<file path="src/rtl/alu_sequencer_if.sv">
// alu_sequencer_if: command, ALU and result signals of the ALU sequencer.
interface alu_sequencer_if;
   logic        cmd_valid;
   logic        cmd_ready;
   logic [3:0]  cmd_op;
   logic [31:0] cmd_a;
   logic [31:0] cmd_b;
   logic [31:0] alu_x;
   logic [31:0] alu_y;
   logic [15:0] alu_op;
   logic [63:0] alu_z;
   logic        res_valid;
   logic        res_ready;
   logic [31:0] res_lo;
   logic [31:0] res_hi;
   logic        res_err;
   logic        busy;
   modport master (
      output cmd_valid, cmd_op, cmd_a, cmd_b, alu_z, res_ready,
      input  cmd_ready, alu_x, alu_y, alu_op, res_valid, res_lo, res_hi, res_err, busy
   );
   modport slave (
      input  cmd_valid, cmd_op, cmd_a, cmd_b, alu_z, res_ready,
      output cmd_ready, alu_x, alu_y, alu_op, res_valid, res_lo, res_hi, res_err, busy
   );
endinterface

</file>
<file path="src/rtl/alu_sequencer.sv">
// alu_sequencer: issues one command at a time to a multi-cycle ALU and holds the result until taken.
module alu_sequencer #(
   parameter int DIV_CYCLES = 34
) (
   input logic           clk,
   input logic           reset,
   alu_sequencer_if.slave bus
);
   typedef enum logic [1:0] {IDLE, EXEC, WAIT_DIV, DONE} state_t;
   state_t      r_state, w_next;
   logic [3:0]  r_op;
   logic [31:0] r_x, r_y, r_lo, r_hi, r_cnt;
   logic        r_err;
   logic        w_accept, w_legal, w_cnt_done, w_capture;
   assign w_accept   = r_state == IDLE && bus.cmd_valid;
   assign w_legal    = bus.cmd_op < 4'd14;
   assign w_cnt_done = r_cnt == 32'(DIV_CYCLES - 1);
   assign w_capture  = r_state == EXEC || (r_state == WAIT_DIV && w_cnt_done);
   always_ff @(posedge clk) begin
      if (reset) r_state <= IDLE;
      else       r_state <= w_next;
   end
   always_comb begin
      w_next = r_state;
      case (r_state)
         IDLE:     if (bus.cmd_valid) w_next = !w_legal ? DONE : bus.cmd_op == 4'd4 ? WAIT_DIV : EXEC;
         EXEC:     w_next = DONE;
         WAIT_DIV: if (w_cnt_done) w_next = DONE;
         DONE:     if (bus.res_ready) w_next = IDLE;
         default:  w_next = IDLE;
      endcase
   end
   always_comb begin
      bus.cmd_ready = r_state == IDLE;
      bus.busy      = r_state != IDLE;
      bus.res_valid = r_state == DONE;
      bus.alu_op    = (r_state == EXEC || r_state == WAIT_DIV) ? 16'(1) << r_op : 16'h0;
      bus.alu_x     = r_x;
      bus.alu_y     = r_y;
      bus.res_lo    = r_lo;
      bus.res_hi    = r_hi;
      bus.res_err   = r_err;
   end
   // Operands load only for legal ops so alu_x/alu_y keep their previous values around an illegal command.
   always_ff @(posedge clk) begin
      if (reset) begin
         r_op  <= '0;
         r_x   <= '0;
         r_y   <= '0;
         r_cnt <= '0;
         r_lo  <= '0;
         r_hi  <= '0;
         r_err <= 1'b0;
      end else begin
         if (w_accept) begin
            r_op  <= bus.cmd_op;
            r_cnt <= '0;
            if (w_legal) begin
               r_x <= bus.cmd_a;
               r_y <= bus.cmd_b;
            end else begin
               r_lo  <= '0;
               r_hi  <= '0;
               r_err <= 1'b1;
            end
         end else if (r_state == WAIT_DIV) begin
            r_cnt <= r_cnt + 32'd1;
         end
         if (w_capture) begin
            {r_hi, r_lo} <= bus.alu_z;
            r_err        <= 1'b0;
         end
      end
   end
endmodule
</file>
<file path="src/flat_wrapper.sv">
// flat-port wrapper written by rule: the top's interface ports become plain ports
module alu_sequencer_flat 
#(
   parameter int DIV_CYCLES = 34
)
  (clk, reset, bus_cmd_valid, bus_cmd_op, bus_cmd_a, bus_cmd_b, bus_alu_z, bus_res_ready, bus_cmd_ready, bus_alu_x, bus_alu_y, bus_alu_op, bus_res_valid, bus_res_lo, bus_res_hi, bus_res_err, bus_busy);
  alu_sequencer_if bus_i ();
  input logic clk;
  input logic reset;
  input wire logic [$bits(bus_i.cmd_valid)-1:0] bus_cmd_valid;
  input wire logic [$bits(bus_i.cmd_op)-1:0] bus_cmd_op;
  input wire logic [$bits(bus_i.cmd_a)-1:0] bus_cmd_a;
  input wire logic [$bits(bus_i.cmd_b)-1:0] bus_cmd_b;
  input wire logic [$bits(bus_i.alu_z)-1:0] bus_alu_z;
  input wire logic [$bits(bus_i.res_ready)-1:0] bus_res_ready;
  output wire logic [$bits(bus_i.cmd_ready)-1:0] bus_cmd_ready;
  output wire logic [$bits(bus_i.alu_x)-1:0] bus_alu_x;
  output wire logic [$bits(bus_i.alu_y)-1:0] bus_alu_y;
  output wire logic [$bits(bus_i.alu_op)-1:0] bus_alu_op;
  output wire logic [$bits(bus_i.res_valid)-1:0] bus_res_valid;
  output wire logic [$bits(bus_i.res_lo)-1:0] bus_res_lo;
  output wire logic [$bits(bus_i.res_hi)-1:0] bus_res_hi;
  output wire logic [$bits(bus_i.res_err)-1:0] bus_res_err;
  output wire logic [$bits(bus_i.busy)-1:0] bus_busy;
  assign bus_i.cmd_valid = bus_cmd_valid;
  assign bus_i.cmd_op = bus_cmd_op;
  assign bus_i.cmd_a = bus_cmd_a;
  assign bus_i.cmd_b = bus_cmd_b;
  assign bus_i.alu_z = bus_alu_z;
  assign bus_i.res_ready = bus_res_ready;
  assign bus_cmd_ready = bus_i.cmd_ready;
  assign bus_alu_x = bus_i.alu_x;
  assign bus_alu_y = bus_i.alu_y;
  assign bus_alu_op = bus_i.alu_op;
  assign bus_res_valid = bus_i.res_valid;
  assign bus_res_lo = bus_i.res_lo;
  assign bus_res_hi = bus_i.res_hi;
  assign bus_res_err = bus_i.res_err;
  assign bus_busy = bus_i.busy;
  alu_sequencer #(.DIV_CYCLES(DIV_CYCLES)) u_core (.clk(clk), .reset(reset), .bus(bus_i));
endmodule
</file>
<file path="config.mk">
export PLATFORM = sky130hd
export DESIGN_NAME = alu_sequencer_flat
export DESIGN_NICKNAME = d
export VERILOG_FILES = /design/src/rtl/alu_sequencer_if.sv /design/src/rtl/alu_sequencer.sv /design/src/flat_wrapper.sv
export SDC_FILE = /design/constraint.sdc
export NUM_CORES = 1
export LEC_CHECK = 0
export CAP_MARGIN = 30
export CORE_MARGIN = 5
export CORE_UTILIZATION = 38
export DETAILED_ROUTE_END_ITERATION = 10
export GPL_TIMING_DRIVEN = 0
export PLACE_DENSITY = 0.86
export SLEW_MARGIN = 20
export SYNTH_ARGS = -nofsm -noshare
export SYNTH_HDL_FRONTEND = slang
export SYNTH_SLANG_ARGS = --single-unit
</file>
<file path="constraint.sdc">
create_clock -name clk -period 1.87 [get_ports clk]
set_input_delay 0.374 -clock clk [delete_from_list [all_inputs] [get_ports clk]]
set_output_delay 0.374 -clock clk [all_outputs]
set_load 0.02 [all_outputs]
</file>
Word-level counts from Yosys, hierarchy flattened
Cells that the tools add are included.
- $add $sub $neg: 1
- order comparisons: 1
- equality and inequality tests: 9
- shifts and indexed selects: 1
- muxes and demuxes: 11
- bitwise logic cells: 1
- reduce and logical (&&, ||, !) cells: 13
- operators with widths (kind ; count):
    two-way mux 32 bit ; 4
    adder 32 x 1 -> 32 bit, second input constant ; 1
    equality test 32 x 6 -> 1 bit, second input constant ; 1
    two-way mux 16 bit ; 1
    << shifter 1 x 4 -> 16 bit, first input constant ; 1
    two-way mux 2 bit ; 5
    one-hot mux 2 bit (4 select lines) ; 1
    inequality test 2 bit, second input constant ; 3
    AND reduction 2 bit ; 3
    equality test 2 bit, second input constant ; 2
    equality test 4 x 3 -> 1 bit, second input constant ; 1
    less-than comparator 4 bit, second input constant ; 1
    nonzero test 2 bit ; 2
    OR reduction 2 bit ; 2
    AND reduction 3 bit ; 1
    equality test 2 x 1 -> 1 bit, second input constant ; 1
    logical AND 1 bit ; 2
    logical NOT 2 bit ; 1
    logical OR 1 bit ; 2
    inequality test 2 x 1 -> 1 bit, second input constant ; 1
    NOT 1 bit ; 1
- register bits after elaboration: 167
- bits of input ports: 136
- output and inout bits: 148
- word-level logic and storage cells: 45

Longest topological paths before layout
Gate-level depths: netlist (run 1).
- depth in word-level cells: 5
- gate-level depth with buffers: 8
- depth with buffers taken out: 6

Worst setup path after synthesis (run 1)
No wires, ideal clock.
- kind: reg2out
- start point: register u_core.r_state[0]
- end point: output bus_alu_op[0]
- arrival time: 1.721 ns
- data required time: 1.496 ns
- slack: -0.225 ns
- stages on the path, launching flop included: 5
- buffers on the path: 0
- cells stage by stage: dfxtp_1 -> inv_1 -> ha_1 -> or3b_2 -> nor3_1
- word-level cells in the longest chain between the ends: 3
- elaborated cells on any way between the ends: 4
- RTL lines (item ; line ; text):
    start: declaration ; alu_sequencer.sv:10 ; state_t r_state, w_next;
    start signal: assignment ; alu_sequencer.sv:21 ; else r_state <= w_next;
    equality test 2 x 1 -> 1 bit / equality test 2 bit (equally long branches) ; alu_sequencer.sv:37 ; bus.alu_op = (r_state == EXEC || r_state == WAIT_DIV) ? 16'(1) << r_op : 16'h0;
    logical OR 1 bit (*) ; alu_sequencer.sv:37 ;
    two-way mux 16 bit (*) ; alu_sequencer.sv:37 ;
    end: declaration ; flat_wrapper.sv:19 ; output wire logic [$bits(bus_i.alu_op)-1:0] bus_alu_op;
Every way passes the cells marked *; elsewhere a longest branch is shown, timed or not.

Final worst setup path (run 1)
- start point: register u_core.r_state[0]
- end point: output bus_alu_op[1]
Same word-level chain as after synthesis.

==> impl_results.html, run 1 <==
<table>
<tr><th>Metric</th><th>Value</th></tr>
<tr><th colspan="2">Status</th></tr>
<tr><td>Status</td><td>complete, but fails checks</td></tr>
<tr><td>Violated checks</td><td>negative setup slack</td></tr>
<tr><th colspan="2">CTS</th></tr>
<tr><td>Number of clock buffers inserted by TritonCTS</td><td>17</td></tr>
<tr><td>H-Tree Depth</td><td>4</td></tr>
<tr><td>Clock root cell</td><td>sky130_fd_sc_hd__clkbuf_16</td></tr>
<tr><td>Maximum number of buffers from clock root to sink</td><td>2</td></tr>
<tr><td>Clk Latency, worst-skew pair</td><td>0.43 ns</td></tr>
<tr><td>Register clock-pin slew on the reported worst setup and hold paths</td><td>0.07 ns</td></tr>
<tr><td>Post-CTS Hold Buffers</td><td>0</td></tr>
<tr><td>Clock Sinks</td><td>167</td></tr>
<tr><td>TritonCTS clock tree</td><td>built</td></tr>
<tr><th colspan="2">Pwr</th></tr>
<tr><td>Sequential power share</td><td>0.338</td></tr>
<tr><td>Net Sw Frac</td><td>0.351</td></tr>
<tr><td>Net switching component of the power</td><td>0.00472 W</td></tr>
<tr><td>Reported leakage power</td><td>4.33 nW</td></tr>
<tr><td>Internal Pwr Total</td><td>0.00872 W</td></tr>
<tr><td>Worst vdd rail ir drop</td><td>0.000966 V</td></tr>
<tr><td>Total Power</td><td>0.0134 W</td></tr>
<tr><td>Share of total power in the clock network</td><td>0.258</td></tr>
<tr><td>Combinational fraction of design power</td><td>0.404</td></tr>
<tr><td>Power per standard cell area</td><td>1180 nW/µm²</td></tr>
<tr><th colspan="2">Yosys</th></tr>
<tr><td>Leading register cell type out of synthesis</td><td>sky130_fd_sc_hd__dfxtp_1</td></tr>
<tr><td>Post-synthesis cell count</td><td>695</td></tr>
<tr><td>Seq/Total Area, Yosys</td><td>0.517</td></tr>
<tr><td>Syn. warnings</td><td>0</td></tr>
<tr><td>Post-synthesis net count</td><td>837</td></tr>
<tr><td>Largest area contributor in the netlist</td><td>sky130_fd_sc_hd__dfxtp_1</td></tr>
<tr><td>Proportion of synthesized flip-flops having asynchronous set or reset</td><td>0</td></tr>
<tr><td>Top post-synthesis cells by area</td><td>sky130_fd_sc_hd__dfxtp_1 52%, sky130_fd_sc_hd__nand2_1 9.0%, sky130_fd_sc_hd__a22o_1 8.7%</td></tr>
<tr><td>Mean post-synth cell area</td><td>9.30 µm²</td></tr>
<tr><td>Synth unique cells</td><td>45</td></tr>
<tr><td>Number of enable flip-flop cells after synthesis</td><td>0</td></tr>
<tr><td>Fraction of post-synthesis cell area in the top cell type by area</td><td>0.517</td></tr>
<tr><td>Post-synthesis cell area</td><td>6470 µm²</td></tr>
<tr><td>Number of synthesized register bits</td><td>167</td></tr>
<tr><th colspan="2">Worst setup path</th></tr>
<tr><td>Data arrival time of the critical path</td><td>1.89 ns</td></tr>
<tr><td>Crit Path Max Fanout</td><td>4</td></tr>
<tr><td>Count of cells along the worst register-to-register path</td><td>8</td></tr>
<tr><td>Critical Path Source Type</td><td>flip-flop</td></tr>
<tr><td>Reg-to-reg critical path startpoint</td><td>u_core.r_state[0]</td></tr>
<tr><td>Required arrival time at the worst endpoint</td><td>1.50 ns</td></tr>
<tr><td>CP Cell Sequence</td><td>inv_4, ha_4, or3b_4, nor2_2, buf_4</td></tr>
<tr><td>Critical R2R Capture</td><td>u_core.r_cnt[19]</td></tr>
<tr><td>Launch point of the worst path</td><td>u_core.r_state[0]</td></tr>
<tr><td>Flop2flop setup slack</td><td>-0.18 ns</td></tr>
<tr><td>Max stage delay cell, worst path</td><td>sky130_fd_sc_hd__or3b_4</td></tr>
<tr><td>Critical Path End Type</td><td>output port</td></tr>
<tr><td>Largest incremental delay on the critical path</td><td>0.45 ns</td></tr>
<tr><td>Category of the critical setup timing path</td><td>reg -&gt; out</td></tr>
<tr><th colspan="2">Die</th></tr>
<tr><td>Effective utilization at floorplan</td><td>0.389</td></tr>
<tr><td>Std-Cell Rows</td><td>47</td></tr>
<tr><td>Floorplan core area</td><td>16600 µm²</td></tr>
<tr><td>Die ar.</td><td>19700 µm²</td></tr>
<tr><td>Chip width</td><td>140 µm</td></tr>
<tr><td>Die H</td><td>140 µm</td></tr>
<tr><td>Count of boundary I/O pins</td><td>284</td></tr>
<tr><th colspan="2">Global routing</th></tr>
<tr><td>Global-route congestion overflow total</td><td>0</td></tr>
<tr><td>Number of antenna violations at the first check in global routing</td><td>0</td></tr>
<tr><td>Wire length of the first global-routing pass</td><td>38200 µm</td></tr>
<tr><td>Largest net degree at the start of global routing</td><td>17</td></tr>
<tr><td>Via count of the first global-routing pass</td><td>6811</td></tr>
<tr><td>Combined global-route utilization of all metal layers</td><td>0.244</td></tr>
<tr><th colspan="2">Place</th></tr>
<tr><td>Placed instance count</td><td>1196</td></tr>
<tr><td>Final GP Congestion</td><td>0.927</td></tr>
<tr><td>Count of buffers inserted at the top-level ports</td><td>281</td></tr>
<tr><td>Estimated wirelength of the detail-placed design</td><td>16700 µm</td></tr>
<tr><th colspan="2">STA</th></tr>
<tr><td>Final hold slack</td><td>0.347 ns</td></tr>
<tr><td>RSZ-0062 raised after global routing</td><td>true</td></tr>
<tr><td>Final Hold Violating Endpoints</td><td>0</td></tr>
<tr><td>Crit path setup slack, layout</td><td>-0.399 ns</td></tr>
<tr><td>Final period util</td><td>1.21</td></tr>
<tr><td>Total Neg Setup Slack</td><td>-9.74 ns</td></tr>
<tr><td>Time the final worst path needs with I/O delays and setup</td><td>2.27 ns</td></tr>
<tr><td>Max-Slew Margin vs Limit</td><td>0.577</td></tr>
<tr><td>Final number of max-transition violations</td><td>0</td></tr>
<tr><td>Worst slew pin tran</td><td>0.635 ns</td></tr>
<tr><td>Endpoints failing setup</td><td>92</td></tr>
<tr><td>Max frequency</td><td>441 MHz</td></tr>
<tr><td>Setup clock skew after layout</td><td>0.0135 ns</td></tr>
<tr><th colspan="2">Finish</th></tr>
<tr><td>Total inserted antenna cells</td><td>0</td></tr>
<tr><td>Final standard cell utilization of the core</td><td>0.686</td></tr>
<tr><td>Multi-input gate area</td><td>3290 µm²</td></tr>
<tr><td>Share of final-layout standard cells stronger than drive strength 1</td><td>0.212</td></tr>
<tr><td>Register Area</td><td>3370 µm²</td></tr>
<tr><td>NumNets Final</td><td>1182</td></tr>
<tr><td>Layout-stage area growth over the synthesis result</td><td>76.7%</td></tr>
<tr><td>Final cell count without fillers</td><td>1272</td></tr>
<tr><td>Number of inserted filler cells in the final layout</td><td>1144</td></tr>
<tr><th colspan="2">Detailed routing</th></tr>
<tr><td>Vias per cell</td><td>5.39</td></tr>
<tr><td>Final wirelength</td><td>25800 µm</td></tr>
<tr><td>Number of detailed-routing iterations run before antenna repair</td><td>5</td></tr>
<tr><td>Post-detailed-route DRC marker count</td><td>0</td></tr>
<tr><td>Antenna Violating Nets Remaining</td><td>0</td></tr>
<tr><td>Number of vias in the routed layout</td><td>6859</td></tr>
<tr><td>DRC violation total after the first TritonRoute iteration</td><td>479</td></tr>
<tr><td>WL/cell</td><td>20.3 µm</td></tr>
<tr><th colspan="2">Hold path</th></tr>
<tr><td>Hold path startpoint</td><td>reset</td></tr>
<tr><td>WHS Endpoint</td><td>u_core.bus.res_err</td></tr>
<tr><td>Number of cells on the worst hold path</td><td>3</td></tr>
<tr><td>Worst min-delay path class</td><td>in -&gt; reg</td></tr>
<tr><th colspan="2">Run</th></tr>
<tr><td>Number of violations of the max-capacitance limit</td><td>0</td></tr>
</table>
## synthesized netlist by cell type, drive strengths merged, types with 4 or more instances
master	count
nand2b	11
a21oi	77
mux2i	4
nand3	16
xor2	4
ha	6
nand2	155
nand4	11
clkbuf	23
nor4	9
inv	16
dfxtp	167
and4	4
o21ai	9
or3	10
a22o	64
xnor2	7
o311ai	8
o41ai	9
buf	24
nor2	28
nor3	11
## cell families (layout without fill, tap and decap cells)
| family | Yosys count | after routing | share of synthesized area |
|---|---|---|---|
| AND/OR/NAND/NOR | 265 | 265 | 0.194 |
| adder cells (fa/ha/maj) | 6 | 6 | 0.0116 |
| multiplexers | 4 | 4 | 0.00619 |
| XOR/XNOR | 11 | 11 | 0.0149 |
| flip-flops | 167 | 167 | 0.517 |
| buffers and inverters | 63 | 420 | 0.0555 |
| AO/OA/AOI/OAI | 179 | 179 | 0.201 |
## cells in the final DEF (no fill, tap or decap), drive strengths merged, types with 2 or more instances in the layout
cell / synthesis / routed
nor2: 28 / 28
clkbuf: 23 / 41
dfxtp: 167 / 167
a21oi: 77 / 77
and4: 4 / 4
or4: 3 / 3
mux2i: 4 / 4
buf: 24 / 86
inv: 16 / 24
nand2b: 11 / 11
o221a: 3 / 3
nor4b: 2 / 2
o2111ai: 2 / 2
or3: 10 / 10
nand3: 16 / 16
xnor2: 7 / 7
dlygate4sd2: 0 / 2
ha: 6 / 6
nor2b: 2 / 2
nand3b: 2 / 2
xor2: 4 / 4
nor4: 9 / 9
nand4: 11 / 11
o41ai: 9 / 9
a22o: 64 / 64
nor3: 11 / 11
a32oi: 2 / 2
o21ai: 9 / 9
clkinvlp: 0 / 3
o311ai: 8 / 8
nand2: 155 / 155
a31oi: 2 / 2
clkdlybuf4s50: 0 / 260
## layer usage
layer / global-route usage / share of wire / vias up / routed length [µm]
met5: 0 / 0 / - / 0
met4: 0.106 / 0.039 / 0 / 998
met3: 0.0791 / 0.081 / 69 / 2110
met2: 0.431 / 0.51 / 328 / 13200
met1: 0.267 / 0.37 / 3294 / 9550
li1: - / - / 3168 / -
## flip-flops by register name, indices dropped and copies added, names as in the netlist
register            flops
u_core.bus.res_lo      32
u_core.r_cnt           32
u_core.r_state          2
u_core.bus.alu_y       32
u_core.bus.res_err      1
u_core.bus.res_hi      32
u_core.r_op             4
u_core.bus.alu_x       32
## worst max path at each step
| stage | to | slack, ns |
|---|---|---|
| floorplan | u_core.r_cnt[19] | -0.05 |
| global placement | bus_alu_op[0] | -0.67 |
| detailed placement | bus_alu_op[0] | -0.68 |
| CTS | bus_alu_op[0] | -0.42 |
| global route | bus_alu_op[0] | -0.43 |
| finish | bus_alu_op[1] | -0.40 |
## critical path, delay by kind of cell, from the launching register on
family | cells | cell delay [ns]
adder cells (fa/ha/maj) | 1 | 0.28
buffers and inverters | 2 | 0.20
flip-flops | 1 | 0.36
AND/OR/NAND/NOR | 2 | 0.62
## cell type report
class                           count  area share
Multi-Input combinational cell    465       0.288
Timing Repair Buffer              328       0.304
Clock buffer                       18      0.0384
Buffer                             45      0.0327
Clock inverter                     13      0.0117
Inverter                           16     0.00569
Sequential cell                   167       0.295
Tap cell                          220      0.0241
## power groups by stage
stage	combinational, W	sequential [W]	clock (W)
6_report	0.00543	0.00454	0.00347
4_1_cts	0.00522	0.00451	0.00350
3_3_place_gp	0.00433	0.00454	0
2_1_floorplan	0.00169	0.00520	0
3_5_place_dp	0.00439	0.00458	0
5_1_grt	0.00571	0.00460	0.00366
## through the flow
stage               worst slack [ns]  instance area, µm²
floorplan                    -0.0544                6520
global placement              -0.674                9610
detailed placement            -0.680                9610
CTS                           -0.417               11200
global route                  -0.427               11400
finish                        -0.399               11400
## timing repair
item                                    4_1_cts  5_1_grt
setup buffers                                27       12
gates resized for setup                     200       62
hold endpoints to repair                      0        0
endpoints found under the setup margin      164      126
pin swaps                                    83       16
gates cloned                                 11        0
Note: power is estimated with default switching activity, not from simulation.
==> inputs of run 2 (changes only) <==
CORE_UTILIZATION = 25   (was 38)
PLACE_DENSITY = 0.64   (was 0.86)
==> run 2 against run 1 <==
- the run still ends with negative setup slack left
- sequential cell count is the same
- clock skew grew 0.0067 ns
- sequential share of layout area down 0.38 points
- sequential power about the same
==> impl_results.html, run 2 (synthesis results as in run 1) <==
<table>
<tr><th>Metric</th><th>Value</th></tr>
<tr><th colspan="2">Status</th></tr>
<tr><td>Status</td><td>complete, but fails checks (unchanged)</td></tr>
<tr><td>Violated checks</td><td>negative setup slack (unchanged)</td></tr>
<tr><th colspan="2">STA</th></tr>
<tr><td>Max-Slew Margin vs Limit</td><td>0.513 (was 0.577)</td></tr>
<tr><td>Final period util</td><td>1.19 (was 1.21)</td></tr>
<tr><td>Endpoints failing setup</td><td>102 (was 92)</td></tr>
<tr><td>Crit path setup slack, layout</td><td>-0.355 ns (was -0.399 ns)</td></tr>
<tr><td>Total Neg Setup Slack</td><td>-23.51 ns (was -9.74 ns)</td></tr>
<tr><td>Final number of max-transition violations</td><td>0 (unchanged)</td></tr>
<tr><td>Worst slew pin tran</td><td>0.729 ns (was 0.635 ns)</td></tr>
<tr><td>RSZ-0062 raised after global routing</td><td>true (unchanged)</td></tr>
<tr><td>Final Hold Violating Endpoints</td><td>0 (unchanged)</td></tr>
<tr><td>Max frequency</td><td>449 MHz (was 441 MHz)</td></tr>
<tr><td>Time the final worst path needs with I/O delays and setup</td><td>2.23 ns (was 2.27 ns)</td></tr>
<tr><td>Setup clock skew after layout</td><td>0.0202 ns (was 0.0135 ns)</td></tr>
<tr><th colspan="2">Global routing</th></tr>
<tr><td>Number of antenna violations at the first check in global routing</td><td>0 (unchanged)</td></tr>
<tr><td>Via count of the first global-routing pass</td><td>6355 (was 6811)</td></tr>
<tr><td>Global-route congestion overflow total</td><td>0 (unchanged)</td></tr>
<tr><td>Combined global-route utilization of all metal layers</td><td>0.151 (was 0.244)</td></tr>
<tr><td>Wire length of the first global-routing pass</td><td>35300 µm (was 38200 µm)</td></tr>
<tr><td>Largest net degree at the start of global routing</td><td>19 (was 17)</td></tr>
<tr><th colspan="2">Die</th></tr>
<tr><td>Std-Cell Rows</td><td>58 (was 47)</td></tr>
<tr><td>Die ar.</td><td>29200 µm² (was 19700 µm²)</td></tr>
<tr><td>Chip width</td><td>171 µm (was 140 µm)</td></tr>
<tr><td>Die H</td><td>171 µm (was 140 µm)</td></tr>
<tr><td>Effective utilization at floorplan</td><td>0.255 (was 0.389)</td></tr>
<tr><td>Count of boundary I/O pins</td><td>284 (unchanged)</td></tr>
<tr><td>Floorplan core area</td><td>25300 µm² (was 16600 µm²)</td></tr>
<tr><th colspan="2">Worst setup path</th></tr>
<tr><td>Critical R2R Capture</td><td>u_core.r_cnt[24] (was u_core.r_cnt[19])</td></tr>
<tr><td>Required arrival time at the worst endpoint</td><td>1.50 ns (about the same)</td></tr>
<tr><td>CP Cell Sequence</td><td>inv_4, ha_4, or3b_4, nor3_4, buf_6 (was inv_4, ha_4, or3b_4, nor2_2, buf_4)</td></tr>
<tr><td>Data arrival time of the critical path</td><td>1.85 ns (was 1.89 ns)</td></tr>
<tr><td>Category of the critical setup timing path</td><td>reg -&gt; out (unchanged)</td></tr>
<tr><td>Flop2flop setup slack</td><td>-0.34 ns (was -0.18 ns)</td></tr>
<tr><td>Reg-to-reg critical path startpoint</td><td>u_core.r_state[0] (unchanged)</td></tr>
<tr><td>Largest incremental delay on the critical path</td><td>0.45 ns (about the same)</td></tr>
<tr><td>Max stage delay cell, worst path</td><td>sky130_fd_sc_hd__or3b_4 (unchanged)</td></tr>
<tr><td>Critical Path Source Type</td><td>flip-flop (unchanged)</td></tr>
<tr><td>Critical Path End Type</td><td>output port (unchanged)</td></tr>
<tr><td>Count of cells along the worst register-to-register path</td><td>11 (was 8)</td></tr>
<tr><td>Crit Path Max Fanout</td><td>4 (unchanged)</td></tr>
<tr><th colspan="2">CTS</th></tr>
<tr><td>Clk Latency, worst-skew pair</td><td>0.43 ns (about the same)</td></tr>
<tr><td>Clock root cell</td><td>sky130_fd_sc_hd__clkbuf_16 (unchanged)</td></tr>
<tr><td>Maximum number of buffers from clock root to sink</td><td>2 (unchanged)</td></tr>
<tr><td>Clock Sinks</td><td>167 (unchanged)</td></tr>
<tr><td>Post-CTS Hold Buffers</td><td>0 (unchanged)</td></tr>
<tr><td>Register clock-pin slew on the reported worst setup and hold paths</td><td>0.07 ns (about the same)</td></tr>
<tr><td>TritonCTS clock tree</td><td>built (unchanged)</td></tr>
<tr><td>Number of clock buffers inserted by TritonCTS</td><td>17 (unchanged)</td></tr>
<tr><td>H-Tree Depth</td><td>4 (unchanged)</td></tr>
<tr><th colspan="2">Pwr</th></tr>
<tr><td>Net Sw Frac</td><td>0.351 (about the same)</td></tr>
<tr><td>Share of total power in the clock network</td><td>0.275 (was 0.258)</td></tr>
<tr><td>Internal Pwr Total</td><td>0.00869 W (was 0.00872 W)</td></tr>
<tr><td>Net switching component of the power</td><td>0.00469 W (was 0.00472 W)</td></tr>
<tr><td>Power per standard cell area</td><td>1150 nW/µm² (was 1180 nW/µm²)</td></tr>
<tr><td>Reported leakage power</td><td>4.33 nW (about the same)</td></tr>
<tr><td>Sequential power share</td><td>0.338 (about the same)</td></tr>
<tr><td>Worst vdd rail ir drop</td><td>0.000604 V (was 0.000966 V)</td></tr>
<tr><td>Combinational fraction of design power</td><td>0.387 (was 0.404)</td></tr>
<tr><th colspan="2">Detailed routing</th></tr>
<tr><td>Vias per cell</td><td>4.67 (was 5.39)</td></tr>
<tr><td>Number of vias in the routed layout</td><td>6485 (was 6859)</td></tr>
<tr><td>WL/cell</td><td>17.1 µm (was 20.3 µm)</td></tr>
<tr><td>Post-detailed-route DRC marker count</td><td>0 (unchanged)</td></tr>
<tr><td>Antenna Violating Nets Remaining</td><td>0 (unchanged)</td></tr>
<tr><td>Final wirelength</td><td>23800 µm (was 25800 µm)</td></tr>
<tr><td>DRC violation total after the first TritonRoute iteration</td><td>316 (was 479)</td></tr>
<tr><td>Number of detailed-routing iterations run before antenna repair</td><td>4 (was 5)</td></tr>
<tr><th colspan="2">Place</th></tr>
<tr><td>DP Area</td><td>9760 µm² (was 9610 µm²)</td></tr>
<tr><td>Count of buffers inserted at the top-level ports</td><td>281 (unchanged)</td></tr>
<tr><td>Final GP Congestion</td><td>0.770 (was 0.927)</td></tr>
<tr><td>Placed instance count</td><td>1307 (was 1196)</td></tr>
<tr><td>Estimated wirelength of the detail-placed design</td><td>16500 µm (was 16700 µm)</td></tr>
<tr><th colspan="2">Finish</th></tr>
<tr><td>Share of final-layout standard cells stronger than drive strength 1</td><td>0.222 (was 0.212)</td></tr>
<tr><td>Cell area after layout</td><td>11600 µm² (was 11400 µm²)</td></tr>
<tr><td>Most common cell after layout, fill and taps aside</td><td>sky130_fd_sc_hd__clkdlybuf4s50_1 (unchanged)</td></tr>
<tr><td>Final cell count without fillers</td><td>1390 (was 1272)</td></tr>
<tr><td>Layout-stage area growth over the synthesis result</td><td>79.7% (was 76.7%)</td></tr>
<tr><td>NumNets Final</td><td>1189 (was 1182)</td></tr>
<tr><td>Top library cells by usage in the layout, fill and taps aside</td><td>260 x sky130_fd_sc_hd__clkdlybuf4s50_1, 154 x sky130_fd_sc_hd__nand2_1, 146 x sky130_fd_sc_hd__dfxtp_1 (was 260 x sky130_fd_sc_hd__clkdlybuf4s50_1, 155 x sky130_fd_sc_hd__nand2_1, 148 x sky130_fd_sc_hd__dfxtp_1)</td></tr>
<tr><td>Total inserted antenna cells</td><td>0 (unchanged)</td></tr>
<tr><th colspan="2">Run</th></tr>
<tr><td>Number of violations of the max-capacitance limit</td><td>0 (unchanged)</td></tr>
<tr><th colspan="2">Hold path</th></tr>
<tr><td>Hold path startpoint</td><td>reset (unchanged)</td></tr>
<tr><td>Number of cells on the worst hold path</td><td>3 (unchanged)</td></tr>
<tr><td>Worst min-delay path class</td><td>in -&gt; reg (unchanged)</td></tr>
<tr><td>WHS Endpoint</td><td>u_core.bus.res_err (unchanged)</td></tr>
</table>
## run 2: changes by cell type in the layout (fill, tap and decap cells not counted), moves of 3 or more
cell / change
sky130_fd_sc_hd__dfxtp_4: +4
sky130_fd_sc_hd__clkbuf_16: +3
sky130_fd_sc_hd__clkinvlp_4: -3
sky130_fd_sc_hd__inv_6: -3
sky130_fd_sc_hd__clkinv_8: +3
sky130_fd_sc_hd__inv_8: +3
sky130_fd_sc_hd__buf_16: -7
sky130_fd_sc_hd__buf_6: +11
sky130_fd_sc_hd__nor2_2: +3
## run 2: how the worst max path moves through the flow
stage / from / to / slack [ns]
global placement: u_core.r_state[1] / bus_alu_op[1] / -0.68
detailed placement: u_core.r_state[1] / bus_alu_op[1] / -0.70
CTS: u_core.r_state[1] / bus_alu_op[0] / -0.37
global route: u_core.r_state[1] / bus_alu_op[0] / -0.42
floorplan: u_core.r_state[0] / u_core.r_cnt[19] / -0.05
finish: u_core.r_state[1] / bus_alu_op[0] / -0.36
## run 2: what timing repair did
action,CTS,global route
gates resized for setup,198,97
pin swaps,40,63
cloned,6,3
endpoints found under the setup margin,164,163
buffers inserted,36,15
## run 2: area by class of cell
type | count | area (µm²)
fill | 2354 | 13700
timing repair buffer | 338 | 3510
sequential | 167 | 3390
multi-input combinational | 465 | 3290
clock buffer | 18 | 439
tap | 330 | 413
buffer | 42 | 330
clock inverter | 14 | 176
inverter | 16 | 67.6
## run 2: per-layer routing
layer  track usage  up-vias  part of all wire
met5             0        -                 0
met4        0.0400        0             0.011
met3        0.0545       20             0.090
met2         0.256      234              0.48
met1         0.184     3044              0.42
li1              -     3187                 -
## run 2: power by group through the flow
| stage | clock [W] | sequential (W) | combinational (W) |
|---|---|---|---|
| global route | 0.00395 | 0.00460 | 0.00555 |
| global placement | 0 | 0.00456 | 0.00438 |
| detailed placement | 0 | 0.00458 | 0.00439 |
| floorplan | 0 | 0.00520 | 0.00169 |
| CTS | 0.00378 | 0.00451 | 0.00498 |
| finish | 0.00367 | 0.00452 | 0.00518 |
## run 2: metrics by stage
stage | utilization | setup WS [ns] | hold slack (ns) | power, W
finish | 0.459 | -0.355 | 0.327 | 0.0134
global route | 0.459 | -0.424 | 0.325 | 0.0141
CTS | 0.445 | -0.366 | 0.295 | 0.0133
detailed placement | 0.385 | -0.701 | 0.445 | 0.00898
global placement | 0.385 | -0.678 | 0.441 | 0.00894
floorplan | - | -0.0544 | 0.443 | 0.00689
## run 2: critical path: cells and delay by family, from the launching register on
kind | cells | cell delay (ns)
adders and majority gates | 1 | 0.29
buffers and inverters | 2 | 0.18
DFF | 1 | 0.37
and+or+nand+nor | 2 | 0.59
==> inputs of run 3 (changes only) <==
CAP_MARGIN = 10   (was 30)
GPL_ROUTABILITY_DRIVEN = 0   (was not set)
==> run 3 against run 2 <==
- the flow still finishes with violations (negative setup slack)
- global-route usage is 0.30 points lower
- wire length is 3.7% lower
- non-clock buffer count shrank 17
- first-iteration DRC count fell by 12%
- sequential share of layout area rose by 1.1 points
- clock skew fell by 0.0056 ns
- combinational power decreased by 0.8%
- total power shrank 0.38%
- register-to-register slack better by 0.02 ns
- sequential cell count unchanged
- core utilization fell by 1.9 points
- die area did not move
- critical path type unchanged
==> impl_results.html, run 3 (synthesis results as in run 1) <==
<table>
<tr><th>Metric</th><th>Value</th></tr>
<tr><th colspan="2">Worst setup path</th></tr>
<tr><td>Data arrival time of the critical path</td><td>1.84 ns (was 1.85 ns)</td></tr>
<tr><td>Category of the critical setup timing path</td><td>reg -&gt; out (unchanged)</td></tr>
<tr><td>Critical Path Source Type</td><td>flip-flop (unchanged)</td></tr>
<tr><td>Crit Path Max Fanout</td><td>4 (unchanged)</td></tr>
<tr><td>CP Cell Sequence</td><td>inv_4, ha_4, or3b_4, nor3_4, buf_6 (unchanged)</td></tr>
<tr><td>Required arrival time at the worst endpoint</td><td>1.50 ns (about the same)</td></tr>
<tr><td>Critical Path End Type</td><td>output port (unchanged)</td></tr>
<tr><td>Max stage delay cell, worst path</td><td>sky130_fd_sc_hd__or3b_4 (unchanged)</td></tr>
<tr><td>Largest incremental delay on the critical path</td><td>0.45 ns (about the same)</td></tr>
<tr><th colspan="2">Finish</th></tr>
<tr><td>Number of inserted filler cells in the final layout</td><td>2468 (was 2354)</td></tr>
<tr><td>Most common cell after layout, fill and taps aside</td><td>sky130_fd_sc_hd__clkdlybuf4s50_1 (unchanged)</td></tr>
<tr><td>Layout-stage area growth over the synthesis result</td><td>72.3% (was 79.7%)</td></tr>
<tr><td>Multi-input gate area</td><td>3040 µm² (was 3290 µm²)</td></tr>
<tr><td>Register Area</td><td>3370 µm² (was 3390 µm²)</td></tr>
<tr><td>Top library cells by usage in the layout, fill and taps aside</td><td>261 x sky130_fd_sc_hd__clkdlybuf4s50_1, 155 x sky130_fd_sc_hd__nand2_1, 152 x sky130_fd_sc_hd__dfxtp_1 (was 260 x sky130_fd_sc_hd__clkdlybuf4s50_1, 154 x sky130_fd_sc_hd__nand2_1, 146 x sky130_fd_sc_hd__dfxtp_1)</td></tr>
<tr><td>Share of final-layout standard cells stronger than drive strength 1</td><td>0.177 (was 0.222)</td></tr>
<tr><td>Cell area after layout</td><td>11100 µm² (was 11600 µm²)</td></tr>
<tr><td>NumNets Final</td><td>1172 (was 1189)</td></tr>
<tr><td>Final standard cell utilization of the core</td><td>0.440 (was 0.459)</td></tr>
<tr><td>Total inserted antenna cells</td><td>0 (unchanged)</td></tr>
<tr><th colspan="2">Die</th></tr>
<tr><td>Count of boundary I/O pins</td><td>284 (unchanged)</td></tr>
<tr><td>Floorplan core area</td><td>25300 µm² (unchanged)</td></tr>
<tr><td>Chip width</td><td>171 µm (unchanged)</td></tr>
<tr><td>Die ar.</td><td>29200 µm² (unchanged)</td></tr>
<tr><td>Die H</td><td>171 µm (unchanged)</td></tr>
<tr><td>Effective utilization at floorplan</td><td>0.255 (unchanged)</td></tr>
<tr><td>Std-Cell Rows</td><td>58 (unchanged)</td></tr>
<tr><th colspan="2">CTS</th></tr>
<tr><td>H-Tree Depth</td><td>4 (unchanged)</td></tr>
<tr><td>Number of clock buffers inserted by TritonCTS</td><td>17 (unchanged)</td></tr>
<tr><td>Clock root cell</td><td>sky130_fd_sc_hd__clkbuf_16 (unchanged)</td></tr>
<tr><td>Post-CTS Hold Buffers</td><td>0 (unchanged)</td></tr>
<tr><td>Clk Latency, worst-skew pair</td><td>0.43 ns (about the same)</td></tr>
<tr><td>Maximum number of buffers from clock root to sink</td><td>2 (unchanged)</td></tr>
<tr><td>TritonCTS clock tree</td><td>built (unchanged)</td></tr>
<tr><td>Clock Sinks</td><td>167 (unchanged)</td></tr>
<tr><td>Register clock-pin slew on the reported worst setup and hold paths</td><td>0.07 ns (about the same)</td></tr>
<tr><th colspan="2">Place</th></tr>
<tr><td>DP Area</td><td>9750 µm² (was 9760 µm²)</td></tr>
<tr><td>Estimated wirelength of the detail-placed design</td><td>16500 µm (about the same)</td></tr>
<tr><td>Count of buffers inserted at the top-level ports</td><td>281 (unchanged)</td></tr>
<tr><th colspan="2">Pwr</th></tr>
<tr><td>Power per standard cell area</td><td>1200 nW/µm² (was 1150 nW/µm²)</td></tr>
<tr><td>Worst vdd rail ir drop</td><td>0.000547 V (was 0.000604 V)</td></tr>
<tr><td>Reported leakage power</td><td>4.09 nW (was 4.33 nW)</td></tr>
<tr><th colspan="2">Status</th></tr>
<tr><td>Violated checks</td><td>negative setup slack (unchanged)</td></tr>
<tr><td>Status</td><td>complete, but fails checks (unchanged)</td></tr>
<tr><th colspan="2">Global routing</th></tr>
<tr><td>Number of antenna violations at the first check in global routing</td><td>0 (unchanged)</td></tr>
<tr><td>Combined global-route utilization of all metal layers</td><td>0.148 (was 0.151)</td></tr>
<tr><td>Largest net degree at the start of global routing</td><td>19 (unchanged)</td></tr>
<tr><td>Global-route congestion overflow total</td><td>0 (unchanged)</td></tr>
<tr><td>Wire length of the first global-routing pass</td><td>34500 µm (was 35300 µm)</td></tr>
<tr><td>Via count of the first global-routing pass</td><td>6203 (was 6355)</td></tr>
<tr><th colspan="2">Detailed routing</th></tr>
<tr><td>Post-detailed-route DRC marker count</td><td>0 (unchanged)</td></tr>
<tr><td>WL/cell</td><td>16.7 µm (was 17.1 µm)</td></tr>
<tr><td>Antenna Violating Nets Remaining</td><td>0 (unchanged)</td></tr>
<tr><td>Final wirelength</td><td>23000 µm (was 23800 µm)</td></tr>
<tr><td>Number of vias in the routed layout</td><td>6337 (was 6485)</td></tr>
<tr><td>Vias per cell</td><td>4.62 (was 4.67)</td></tr>
<tr><td>DRC violation total after the first TritonRoute iteration</td><td>278 (was 316)</td></tr>
<tr><td>Number of detailed-routing iterations run before antenna repair</td><td>4 (unchanged)</td></tr>
<tr><th colspan="2">STA</th></tr>
<tr><td>Max frequency</td><td>451 MHz (was 449 MHz)</td></tr>
<tr><td>Time the final worst path needs with I/O delays and setup</td><td>2.22 ns (was 2.23 ns)</td></tr>
<tr><td>Final Hold Violating Endpoints</td><td>0 (unchanged)</td></tr>
<tr><td>Max-Slew Margin vs Limit</td><td>0.675 (was 0.513)</td></tr>
<tr><td>Final number of max-transition violations</td><td>0 (unchanged)</td></tr>
<tr><td>RSZ-0062 raised after global routing</td><td>true (unchanged)</td></tr>
<tr><td>Setup clock skew after layout</td><td>0.0146 ns (was 0.0202 ns)</td></tr>
<tr><td>Final period util</td><td>1.19 (about the same)</td></tr>
<tr><td>Worst slew pin tran</td><td>0.487 ns (was 0.729 ns)</td></tr>
<tr><td>Crit path setup slack, layout</td><td>-0.349 ns (was -0.355 ns)</td></tr>
<tr><td>Endpoints failing setup</td><td>89 (was 102)</td></tr>
<tr><th colspan="2">Hold path</th></tr>
<tr><td>Worst min-delay path class</td><td>in -&gt; reg (unchanged)</td></tr>
<tr><th colspan="2">Run</th></tr>
<tr><td>Number of violations of the max-capacitance limit</td><td>0 (unchanged)</td></tr>
</table>
==> run 3: cell count changes in the layout (fill, tap and decap cells not counted), sizes merged <==
cell / before / now
dlymetal6s2s: 1 / 0
clkdlybuf4s50: 260 / 261
clkinvlp: 0 / 1
buf: 93 / 76
clkinv: 5 / 3
inv: 24 / 25
==> run 3: worst max-delay path: cells and delay by family, from the launching register on <==
family,cells,cell delay [ns]
adder cells (fa/ha/maj),1,0.29
flip-flops,1,0.36
buffers and inverters,2,0.18
AND/OR/NAND/NOR,2,0.59
==> run 3: worst paths after layout <==
check             slack, ns           startpoint             endpoint  depth (start not counted)
setup reg to reg      -0.32    u_core.r_state[1]     u_core.r_cnt[19]                          8
setup / recovery      -0.35    u_core.r_state[0]        bus_alu_op[0]                          5
hold / removal         0.33                reset   u_core.bus.res_err                          3
hold reg to reg        0.45  u_core.bus.alu_x[5]  u_core.bus.alu_x[5]                          2
==> run 3: where the power goes <==
group / switching, W / internal [W] / leakage [nW]
clock network: 0.00170 / 0.00196 / 0.299
logic: 0.00259 / 0.00256 / 2.42
registers: 0.000352 / 0.00416 / 1.37
==> run 3: per-layer routing <==
metal,track usage,up-vias,part of all wire
met2,0.251,230,0.47
li1,-,3145,-
met5,0,-,0
met1,0.183,2942,0.42
met4,0.0355,0,0.011
met3,0.0513,20,0.091
==> run 3: area by class of cell <==
type | instances | area share
inverter | 16 | 0.00562
clock inverter | 14 | 0.0155
clock buffer | 18 | 0.0394
multi-input combinational | 465 | 0.273
sequential | 167 | 0.303
buffer | 46 | 0.0319
tap | 330 | 0.0371
timing repair buffer | 317 | 0.295
==> run 3: what timing repair did <==
| action | 4_1_cts | 5_1_grt |
|---|---|---|
| pin swaps | 55 | 12 |
| gates cloned | 8 | 0 |
| buffers inserted | 22 | 8 |
| resized for setup | 155 | 55 |
| setup endpoints to repair | 165 | 159 |
| endpoints found under the hold margin | 0 | 0 |
==> run 3: through the flow <==
| step | setup slack (ns) | TNS (ns) | total power, W | hold WS (ns) | std cells |
|---|---|---|---|---|---|
| 2_1_floorplan | -0.0544 | -0.102 | 0.00689 | 0.443 | 695 |
| 6_report | -0.349 | -10.12 | 0.0133 | 0.328 | 1373 |
| 5_1_grt | -0.429 | -16.78 | 0.0140 | 0.335 | 1373 |
| 3_3_place_gp | -0.678 | -76.68 | 0.00894 | 0.441 | 1306 |
| 3_5_place_dp | -0.708 | -79.10 | 0.00897 | 0.445 | 1306 |
| 4_1_cts | -0.369 | -13.49 | 0.0134 | 0.294 | 1365 |
